===== config.mk =====
export PLATFORM = sky130hd
export DESIGN_NAME = fetch_unit
export DESIGN_NICKNAME = d
export VERILOG_FILES = /design/src/rtl/fetch_pkg.sv /design/src/rtl/sync_fifo.sv /design/src/rtl/fetch_unit.sv
export SDC_FILE = /design/constraint.sdc
export NUM_CORES = 1
export LEC_CHECK = 0
export ABC_AREA = 1
export CORE_UTILIZATION = 56
export DETAILED_ROUTE_END_ITERATION = 10
export HOLD_SLACK_MARGIN = 0.15
export PLACE_DENSITY = 0.95
export SYNTH_ARGS = -nofsm -noshare
export SYNTH_HDL_FRONTEND = slang
export SYNTH_SLANG_ARGS = --single-unit

===== constraint.sdc =====
create_clock -name clock -period 6.2 [get_ports clock]
set_input_delay 1.86 -clock clock [delete_from_list [all_inputs] [get_ports clock]]
set_output_delay 1.86 -clock clock [all_outputs]
set_load 0.01 [all_outputs]

===== src/rtl/fetch_pkg.sv =====
// Shared constants and state type for the instruction fetch stage.
package fetch_pkg;

    localparam logic [31:0] NOP_INSTR = 32'h0000_0013;
    localparam int unsigned PC_INC    = 4;

    typedef enum logic [1:0] {
        IDLE  = 2'd0,
        RUN   = 2'd1,
        FLUSH = 2'd2
    } fetch_state_e;

endpackage


===== src/rtl/sync_fifo.sv =====
// Single-clock FIFO with registered storage, combinational head read and a
// flush that overrides any same-cycle push or pop.
module sync_fifo #(
    parameter int WIDTH = 8,
    parameter int DEPTH = 2
) (
    input  logic                     clock,
    input  logic                     reset,
    input  logic                     push_i,
    input  logic                     pop_i,
    input  logic                     flush_i,
    input  logic [WIDTH-1:0]         wdata_i,
    output logic                     full_o,
    output logic                     empty_o,
    output logic [$clog2(DEPTH):0]   count_o,
    output logic [WIDTH-1:0]         data_o
);

    localparam int AW = $clog2(DEPTH);
    localparam int CW = AW + 1;

    logic [WIDTH-1:0] mem_q [DEPTH];
    logic [AW-1:0]    rd_ptr_q, rd_ptr_d;
    logic [AW-1:0]    wr_ptr_q, wr_ptr_d;
    logic [CW-1:0]    count_q, count_d;
    logic             do_push, do_pop;

    assign full_o  = (count_q == CW'(DEPTH));
    assign empty_o = (count_q == '0);
    assign count_o = count_q;
    assign data_o  = mem_q[rd_ptr_q];

    assign do_pop  = pop_i && !empty_o;
    assign do_push = push_i && (!full_o || do_pop);

    always_comb begin
        rd_ptr_d = rd_ptr_q;
        wr_ptr_d = wr_ptr_q;
        count_d  = count_q;
        if (flush_i) begin
            rd_ptr_d = '0;
            wr_ptr_d = '0;
            count_d  = '0;
        end else begin
            if (do_push) wr_ptr_d = wr_ptr_q + AW'(1);
            if (do_pop)  rd_ptr_d = rd_ptr_q + AW'(1);
            count_d = count_q + CW'(do_push) - CW'(do_pop);
        end
    end

    always_ff @(posedge clock or negedge reset) begin
        if (!reset) begin
            rd_ptr_q <= '0;
            wr_ptr_q <= '0;
            count_q  <= '0;
        end else begin
            rd_ptr_q <= rd_ptr_d;
            wr_ptr_q <= wr_ptr_d;
            count_q  <= count_d;
        end
    end

    // Storage needs no reset: it is only ever read behind the count.
    always_ff @(posedge clock) begin
        if (do_push && !flush_i) mem_q[wr_ptr_q] <= wdata_i;
    end

endmodule


===== src/rtl/fetch_unit.sv =====
// Instruction fetch: in-order imem requests under a credit limit, PC-tagged
// instruction buffer toward decode, redirect with wrong-path response dropping.
//   IDLE  | first cycle after reset release, no requests
//   RUN   | normal fetching
//   FLUSH | discarding responses of requests issued before a redirect
module fetch_unit
    import fetch_pkg::*;
#(
    parameter int                       ADDRESS_BITS = 16,
    parameter logic [ADDRESS_BITS-1:0]  RESET_PC     = '0,
    parameter int                       FIFO_DEPTH   = 2
) (
    input  logic                     clock,
    input  logic                     reset,
    output logic                     imem_req_valid,
    input  logic                     imem_req_ready,
    output logic [ADDRESS_BITS-1:0]  imem_req_addr,
    input  logic                     imem_resp_valid,
    input  logic [31:0]              imem_resp_data,
    input  logic                     next_PC_select,
    input  logic [ADDRESS_BITS-1:0]  target_PC,
    output logic [ADDRESS_BITS-1:0]  PC,
    output logic [31:0]              instr,
    output logic                     instr_valid,
    input  logic                     decode_ready
);

    localparam int                      CW         = $clog2(FIFO_DEPTH) + 1;
    localparam logic [CW:0]             DEPTH_LIM  = (CW + 1)'(FIFO_DEPTH);
    localparam logic [ADDRESS_BITS-1:0] ALIGN_MASK = ~ADDRESS_BITS'(3);

    fetch_state_e state_q, state_d;

    logic [ADDRESS_BITS-1:0]    fetch_pc_q, fetch_pc_d;
    logic [CW-1:0]              drop_cnt_q, drop_cnt_d;

    logic [CW-1:0]              tag_count, fifo_count;
    logic                       tag_full, tag_empty, fifo_full, fifo_empty;
    logic [ADDRESS_BITS-1:0]    tag_pc;
    logic [ADDRESS_BITS+31:0]   fifo_head;

    logic credit_ok, req_fire, resp_ok, fifo_push, fifo_pop;

    // The tag queue occupancy is the outstanding-request count.
    assign credit_ok = ({1'b0, tag_count} + {1'b0, fifo_count}) < DEPTH_LIM;
    assign req_fire  = imem_req_valid && imem_req_ready && !tag_full;
    assign resp_ok   = imem_resp_valid && !tag_empty;
    assign fifo_push = resp_ok && !next_PC_select && (drop_cnt_q == '0)
                       && (!fifo_full || fifo_pop);
    assign fifo_pop  = !fifo_empty && decode_ready && !next_PC_select;
    assign imem_req_addr = fetch_pc_q;

    sync_fifo #(
        .WIDTH (ADDRESS_BITS),
        .DEPTH (FIFO_DEPTH)
    ) u_tag_q (
        .clock   (clock),
        .reset   (reset),
        .push_i  (req_fire),
        .pop_i   (resp_ok),
        .flush_i (1'b0),
        .wdata_i (fetch_pc_q),
        .full_o  (tag_full),
        .empty_o (tag_empty),
        .count_o (tag_count),
        .data_o  (tag_pc)
    );

    sync_fifo #(
        .WIDTH (ADDRESS_BITS + 32),
        .DEPTH (FIFO_DEPTH)
    ) u_instr_q (
        .clock   (clock),
        .reset   (reset),
        .push_i  (fifo_push),
        .pop_i   (fifo_pop),
        .flush_i (next_PC_select),
        .wdata_i ({tag_pc, imem_resp_data}),
        .full_o  (fifo_full),
        .empty_o (fifo_empty),
        .count_o (fifo_count),
        .data_o  (fifo_head)
    );

    always_comb begin
        fetch_pc_d = fetch_pc_q;
        drop_cnt_d = drop_cnt_q;
        if (next_PC_select) begin
            fetch_pc_d = target_PC & ALIGN_MASK;
            drop_cnt_d = tag_count - CW'(resp_ok);
        end else begin
            if (req_fire)
                fetch_pc_d = fetch_pc_q + ADDRESS_BITS'(PC_INC);
            if (resp_ok && (drop_cnt_q != '0))
                drop_cnt_d = drop_cnt_q - CW'(1);
        end
    end

    always_ff @(posedge clock or negedge reset) begin
        if (!reset) begin
            fetch_pc_q <= RESET_PC & ALIGN_MASK;
            drop_cnt_q <= '0;
        end else begin
            fetch_pc_q <= fetch_pc_d;
            drop_cnt_q <= drop_cnt_d;
        end
    end

    always_ff @(posedge clock or negedge reset) begin
        if (!reset) state_q <= IDLE;
        else        state_q <= state_d;
    end

    always_comb begin
        state_d = state_q;
        unique case (state_q)
            IDLE:       state_d = RUN;
            RUN, FLUSH: state_d = (drop_cnt_d != '0) ? FLUSH : RUN;
            default:    state_d = IDLE;
        endcase
    end

    always_comb begin
        imem_req_valid = (state_q != IDLE) && !next_PC_select && credit_ok;
        instr_valid    = !fifo_empty;
        PC             = '0;
        instr          = NOP_INSTR;
        if (!fifo_empty) begin
            PC    = fifo_head[ADDRESS_BITS+31:32];
            instr = fifo_head[31:0];
        end
    end

endmodule


==> out/metrics.csv, run 1 <==
stage;metric;value;unit
power;power_frac_seq;0.425;
yosys;syn_area;0.00608;mm2
floorplanning;die_area;0.0113;mm2
yosys;synthSimpleGateAreaFrac;0.157;
placed_design;routabilityCongestion;0.907;
yosys;synth-edff-count;120;
power;swShare;0.293;
routing;drt_iter0_markers;304;
yosys;yosysSeqAreaShare;0.700;
routing;wl_per_cell;16.5;um
yosys;yosysMostFrequentCell;nand2_1;
yosys;synth_xor_area_frac;0.0159;
sta;rsz0062_at_grt;no;
yosys;synth_top_area_share;0.593;
routing;drt-total-wl;13.0;mm
yosys;netlist-cell-type-count;35;
cells_and_area;nets;701;
routing;ant_nets;0;
power;irDropWorstVdd;231;uV
sta;slew_headroom;0.203;
cells_and_area;fill_cells;629;
yosys;yosys-top-cells-area;edfxtp_1 59%, nand2_1 11%, dfrtp_1 11%;
sta;drv_slew;0;
outcome;status;finished, final reports clean;
worst_hold_path;hp-class;flip-flop to flip-flop;
clock_tree;cts-root-buf;clkbuf_8;
clock_tree;clk_pin_slew;0.06;ns
yosys;muxShareOfSynthArea;0;
routing;dr.pass1.iters;5;
sta;finalSetupViolCount;0;
sta;finalHoldViolCount;0;
cells_and_area;antenna_cells;0;
clock_tree;cts_resized;0;
routing;viasPerCell;5.43;
floorplanning;fp.dieH;106;um
floorplanning;io_pins;120;
yosys;synth_cells;520;
power;pwr-share-comb;0.224;
setup_path;required;4.34;ns
global_routing;grt.total_usage;0.247;
global_routing;grt_max_degree;49;
yosys;synthAdderAreaFrac;0.0198;
yosys;synthFlopType;edfxtp_1;
placed_design;place_area;0.00734;mm2
clock_tree;clkLatencyLatePin;0.52;ns
power;p_switching;0.000890;W
routing;drc_errors;0;
yosys;async_flop_share;0.178;
clock_tree;cts_tree;built;
yosys;synth_top_area_cell;edfxtp_1;
global_routing;grt_first_pass_wirelength;20.8;mm
floorplanning;start_util;0.584;
clock_tree;cts_htree_levels;4;
setup_path;cp-end-kind;output pin;
power;p_int;0.00215;W
floorplanning;die_x;106;um
setup_path;worstSetupPathType;primary input to output pin;
power;power.leakage;3.07;nW
sta;worstMarginPinSlew;1.19;ns
yosys;postSynthAreaPerCell;11.7;um2
power;clock_power_share;0.351;
routing;vias;4273;
flow_run;max_cap_viol_count;0;
placed_design;place_hpwl;8.43;mm
clock_tree;cts_inserted_buffers;17;
sta;clock.fmax;0.198;GHz
sta;period_needed;5.06;ns
floorplanning;coreArea;0.0104;mm2
setup_path;cp.arrival;3.20;ns
yosys;yosysWarnings;0;
yosys;synth_top_family_by_area;simple AND/OR/NAND/NOR gates;
setup_path;critPathLaunchType;primary input;
sta;fin_crit_sh;0.815;
cells_and_area;area_delta_synth_final;30.9;%
floorplanning;placementRows;37;
cells_and_area;final_area;0.00796;mm2
global_routing;antenna_found_initial;0;
clock_tree;post_cts_buffers;0;
yosys;synth_common_cells;174 x nand2_1, 120 x edfxtp_1, 47 x a21oi_1;
placed_design;portBuffers;113;
power;finalPower;0.00304;W
yosys;synth.ff_latch_count;146;
cells_and_area;drive_above_1_share;0.0860;
clock_tree;cts.sinks;146;
sta;fin_skew;0.00683;ns
global_routing;first_global_vias;4375;
setup_path;worstPathMaxFanout;7;
clock_tree;cts_max_path_buffers;2;
clock_tree;cts_hold_repair.buffers;0;
power;power_density;382;mW/mm2
sta;finalSetupTns;0;ns
global_routing;grt-ovfl-total;0;
yosys;synth_compound_area_frac;0.0638;
-- path summary, 6_finish.rpt --
check	startpoint	depth (start not counted)	to	slack, ns
worst min-delay path	u_tag_q.wr_ptr_q	2	u_tag_q.wr_ptr_q	0.54
worst max register to register	u_tag_q.count_o[0]	8	u_tag_q.mem_q[0][15]	3.41
worst max-delay path	next_PC_select	5	imem_req_valid	1.14
worst min register to register	u_tag_q.wr_ptr_q	2	u_tag_q.wr_ptr_q	0.54
min in group asynchronous	reset	2	imem_req_addr[11]	1.72
max in group asynchronous	reset	2	u_instr_q.count_o[0]	4.22
-- area by class of cell --
class | count | area (um2) | share of cell area
inverter | 36 | 135 | 0.0170
tap | 136 | 170 | 0.0214
sequential | 146 | 4250 | 0.535
multi-input combinational | 317 | 1600 | 0.200
timing repair buffer | 120 | 1180 | 0.149
clock buffer | 19 | 422 | 0.0530
clock inverter | 13 | 198 | 0.0248
-- stage by stage --
step | utilization | setup WS, ns | instances | hold WS, ns
finish | 0.764 | 1.14 | 787 | 0.537
global route | 0.764 | 1.12 | 787 | 0.565
CTS | 0.764 | 1.15 | 787 | 0.535
detailed placement | 0.705 | 1.17 | 755 | 0.523
global placement | 0.705 | 1.18 | 755 | 0.504
floorplan | - | 1.58 | 523 | 0.489
-- flip-flops by register name, indices dropped and copies added, names as in the netlist --
signal              cells
u_instr_q.count_o       2
u_instr_q.wr_ptr_q      1
u_tag_q.rd_ptr_q        1
u_tag_q.wr_ptr_q        1
u_instr_q.mem_q        92
state_q                 2
drop_cnt_q              2
u_instr_q.rd_ptr_q      1
u_tag_q.mem_q          28
u_tag_q.count_o         2
imem_req_addr          14
-- layer usage --
| layer | global-route usage | vias to the layer above | part of all wire |
|---|---|---|---|
| met2 | 0.433 | 196 | 0.52 |
| met3 | 0.0582 | 28 | 0.071 |
| met1 | 0.290 | 2046 | 0.39 |
| li1 | - | 2003 | - |
| met4 | 0.105 | 0 | 0.021 |
| met5 | 0 | - | 0 |
-- power by group through the flow --
stage / Combinational, W / Sequential (W) / Clock [W]
after floorplan: 0.000395 / 0.00128 / 0
after global placement: 0.000627 / 0.00130 / 0
after detailed placement: 0.000666 / 0.00131 / 0
after CTS: 0.000680 / 0.00129 / 0.00107
after global routing: 0.000747 / 0.00131 / 0.00112
final: 0.000681 / 0.00129 / 0.00107
-- cell usage in the layout, fill, tap and decap left out, types with 3 or more instances in the layout --
master	count
a21oi_1	47
buf_4	7
bufinv_16	4
clkbuf_16	16
clkdlybuf4s50_1	113
conb_1	4
dfrtp_1	26
edfxtp_1	120
ha_1	8
inv_1	32
inv_2	4
inv_6	4
nand2_1	174
nand3_1	15
nand3_2	3
nand4_1	4
nor2_1	15
nor2_4	4
nor3_1	6
o211ai_1	7
o21ai_0	3
o221ai_1	3
xnor2_1	5
xor2_1	6
-- logic make-up after synthesis --
group / Yosys count
flip-flops: 146
other: 1
XOR/XNOR: 11
adder cells (fa/ha/maj): 9
buffers and inverters: 60
AO/OA/AOI/OAI: 67
AND/OR/NAND/NOR: 226
-- worst max-delay path, cell delays in order --
cell and delay (ns):
clkdlybuf4s50_1 0.44, inv_2 0.17, nand3_2 0.10, inv_2 0.09, clkdlybuf4s50_1 0.53
Power figures use the tool's default switching activity.
==> run 2: changes to the inputs <==
--- a/config.mk
+++ b/config.mk
@@ -6,10 +6,10 @@
 export NUM_CORES = 1
 export LEC_CHECK = 0
 export ABC_AREA = 1
-export CORE_UTILIZATION = 56
+export CORE_UTILIZATION = 52
 export DETAILED_ROUTE_END_ITERATION = 10
 export HOLD_SLACK_MARGIN = 0.15
-export PLACE_DENSITY = 0.95
+export PLACE_DENSITY = 0.9
 export SYNTH_ARGS = -nofsm -noshare
 export SYNTH_HDL_FRONTEND = slang
 export SYNTH_SLANG_ARGS = --single-unit
==> constraint.sdc (replaced) <==
create_clock -name clock -period 4.95 [get_ports clock]
set_input_delay 1.485 -clock clock [delete_from_list [all_inputs] [get_ports clock]]
set_output_delay 1.485 -clock clock [all_outputs]
set_load 0.01 [all_outputs]
==> run 2 against run 1 <==
Non-clock buffer count decreased by 1. Clock-buffer cell count rose by 1. Clock skew hardly changed. Critical path type unchanged. Largest cell class unchanged.
==> out/metrics.csv, run 2 (synthesized netlist as in run 1, its figures left out) <==
stage;metric;value;unit;change
outcome;status;finished, final reports clean;;
cells_and_area;regArea;0.00425;mm2;unchanged
worst_hold_path;hold_path_depth;2;;unchanged
sta;fin_crit_sh;0.863;;
routing;vias;4123;;-3.5%
floorplanning;start_util;0.532;;-0.0512
sta;period_needed;4.27;ns;
setup_path;crit_chain;clkdlybuf4s50_1 -> inv_2 -> nand3_2 -> inv_2 -> clkdlybuf4s50_1;;
floorplanning;die_area;0.0121;mm2;+7.5%
setup_path;critPathMaxStageDelay;0.53;ns;about the same
global_routing;grt-ovfl-total;0;;unchanged
power;finalPower;0.00369;W;+21%
worst_hold_path;hp-class;flip-flop to flip-flop;;
routing;drc_errors;0;;unchanged
clock_tree;clkLatencyLatePin;0.40;ns;-0.12 ns
cells_and_area;drive_above_1_share;0.0831;;-0.00294
routing;viasPerCell;5.20;;-4.2%
cells_and_area;antenna_cells;0;;unchanged
routing;drt-total-wl;12.4;mm;-4.7%
setup_path;cpMaxStageDelayCell;clkdlybuf4s50_1;;
setup_path;required;3.46;ns;-0.88 ns
routing;drt_iter0_markers;285;;-6.3%
clock_tree;cts-root-buf;clkbuf_16;;
sta;worstMarginPinSlew;1.17;ns;-0.0207 ns
clock_tree;cts_inserted_buffers;17;;unchanged
global_routing;first_global_vias;4031;;-7.9%
placed_design;routabilityCongestion;0.986;;+8.7%
floorplanning;die_x;110;um;+3.7%
floorplanning;io_pins;120;;unchanged
global_routing;antenna_found_initial;0;;unchanged
routing;ant_nets;0;;unchanged
sta;finalHoldViolCount;0;;unchanged
floorplanning;placementRows;39;;+5.4%
setup_path;cp.arrival;2.79;ns;-0.41 ns
clock_tree;cts_resized;0;;unchanged
clock_tree;cts_hold_repair.buffers;0;;unchanged
floorplanning;coreArea;0.0114;mm2;+9.6%
setup_path;critical_path_depth;5;;unchanged
cells_and_area;fill_cells;813;;+29%
clock_tree;clk_pin_slew;0.06;ns;about the same
placed_design;place_hpwl;8.04;mm;-4.6%
sta;rsz0062_at_grt;no;;
clock_tree;cts_htree_levels;4;;unchanged
cells_and_area;top_register;u_instr_q.mem_q;;
global_routing;grt_max_degree;48;;-2.0%
sta;fin_skew;0.00635;ns;-0.000485 ns
power;irDropWorstVdd;281;uV;+22%
setup_path;worst-path-buf-inv;4;;unchanged
setup_path;critPathLaunchType;primary input;;
sta;finalSetupTns;0;ns;unchanged
floorplanning;fp.dieH;110;um;+3.7%
clock_tree;post_cts_buffers;0;;unchanged
power;power.leakage;3.05;nW;-0.77%
global_routing;grt_first_pass_wirelength;19.5;mm;-6.2%
setup_path;cp-end-kind;output pin;;
power;power_density;466;mW/mm2;+22%
setup_path;worstRegToRegCells;8;;unchanged
cells_and_area;layout_commonest_cell;nand2_1;;
placed_design;portBuffers;113;;unchanged
sta;slew_headroom;0.217;;+0.0138
routing;wl_per_cell;15.6;um;-5.4%
setup_path;worstPathMaxFanout;7;;unchanged
clock_tree;cts_tree;built;;
cells_and_area;final_area;0.00792;mm2;-0.49%
cells_and_area;final_cell_mix;174 x nand2_1, 120 x edfxtp_1, 113 x clkdlybuf4s50_1;;
global_routing;grt.total_usage;0.216;;-0.0308
cells_and_area;area_delta_synth_final;30.3;%;
cells_and_area;nets;700;;-0.14%
setup_path;crit_family;buffers and inverters;;
clock_tree;cts_max_path_buffers;2;;unchanged
placed_design;place_area;0.00734;mm2;about the same
clock_tree;cts.sinks;146;;unchanged
sta;clock.fmax;0.234;GHz;
sta;drv_slew;0;;unchanged
flow_run;max_cap_viol_count;0;;unchanged
routing;dr.pass1.iters;4;;-1
cells_and_area;multiInputGateArea;0.00160;mm2;unchanged
sta;finalSetupViolCount;0;;unchanged
setup_path;worstSetupPathType;primary input to output pin;;
cells_and_area;largest_register_ffs;92;;unchanged
run 2: changes by cell type in the layout (fill, tap and decap cells not counted):
cell       delta
buf_4         -1
clkinv_1      +1
bufinv_16     -2
clkinv_2      +1
inv_8         -2
clkinv_4      +2
inv_6         -1
clkbuf_16     +1
run 2: layout make-up:
class,instances,area share
Multi-Input combinational cell,317,0.201
Tap cell,143,0.0226
Timing Repair Buffer,119,0.149
Inverter,36,0.0171
Clock buffer,20,0.0564
Sequential cell,146,0.537
Clock inverter,12,0.0167
run 2: worst paths after layout:
kind	start	endpoint	slack, ns
min in group asynchronous	reset	imem_req_addr[2]	1.70
min reg2reg	u_tag_q.mem_q[0][13]	u_instr_q.mem_q[1][45]	0.53
max reg2reg	u_instr_q.count_o[0]	u_tag_q.mem_q[0][9]	2.21
min	u_tag_q.mem_q[0][13]	u_instr_q.mem_q[1][45]	0.53
max	next_PC_select	imem_req_valid	0.68
max in group asynchronous	reset	u_instr_q.count_o[1]	2.55
run 2: report_power, final:
| group | switching (W) | internal [W] |
|---|---|---|
| registers | 0.000115 | 0.00150 |
| logic | 0.000486 | 0.000355 |
| clock network | 0.000470 | 0.000758 |
| total | 0.00107 | 0.00262 |
run 2: per-stage QoR:
stage	utilization	setup WS, ns	hold slack (ns)	cells
finish	0.694	0.679	0.535	793
global route	0.694	0.621	0.583	793
CTS	0.694	0.668	0.535	793
detailed placement	0.643	0.684	0.518	761
global placement	0.643	0.677	0.504	761
floorplan	-	0.707	0.489	523
run 2: metal layers:
layer	track usage	up-vias	part of all wire	wire [um]
met4	0.0526	0	0.0054	67
met2	0.382	150	0.52	6410
met1	0.262	1967	0.41	5070
met5	0	-	0	0
met3	0.0606	8	0.065	809
li1	-	1998	-	-
run 2: worst register-to-register path, stage by stage, from the launching register on:
cell	delay [ns]
dfrtp_1	0.42
nand2_1	0.08
inv_1	0.05
fa_1	0.44
nor2_1	0.17
nand3_2	0.09
inv_2	0.08
nand2_4	0.12
nor2_1	0.91
==> run 3: changes to the inputs <==
--- a/config.mk
+++ b/config.mk
@@ -6,6 +6,7 @@
 export NUM_CORES = 1
 export LEC_CHECK = 0
 export ABC_AREA = 1
+export ABC_CLOCK_PERIOD_IN_PS = 4950
 export CORE_UTILIZATION = 52
 export DETAILED_ROUTE_END_ITERATION = 10
 export HOLD_SLACK_MARGIN = 0.15
==> results of run 3 <==
Same layout as run 2: the final DEF is identical, and so are final timing and power.
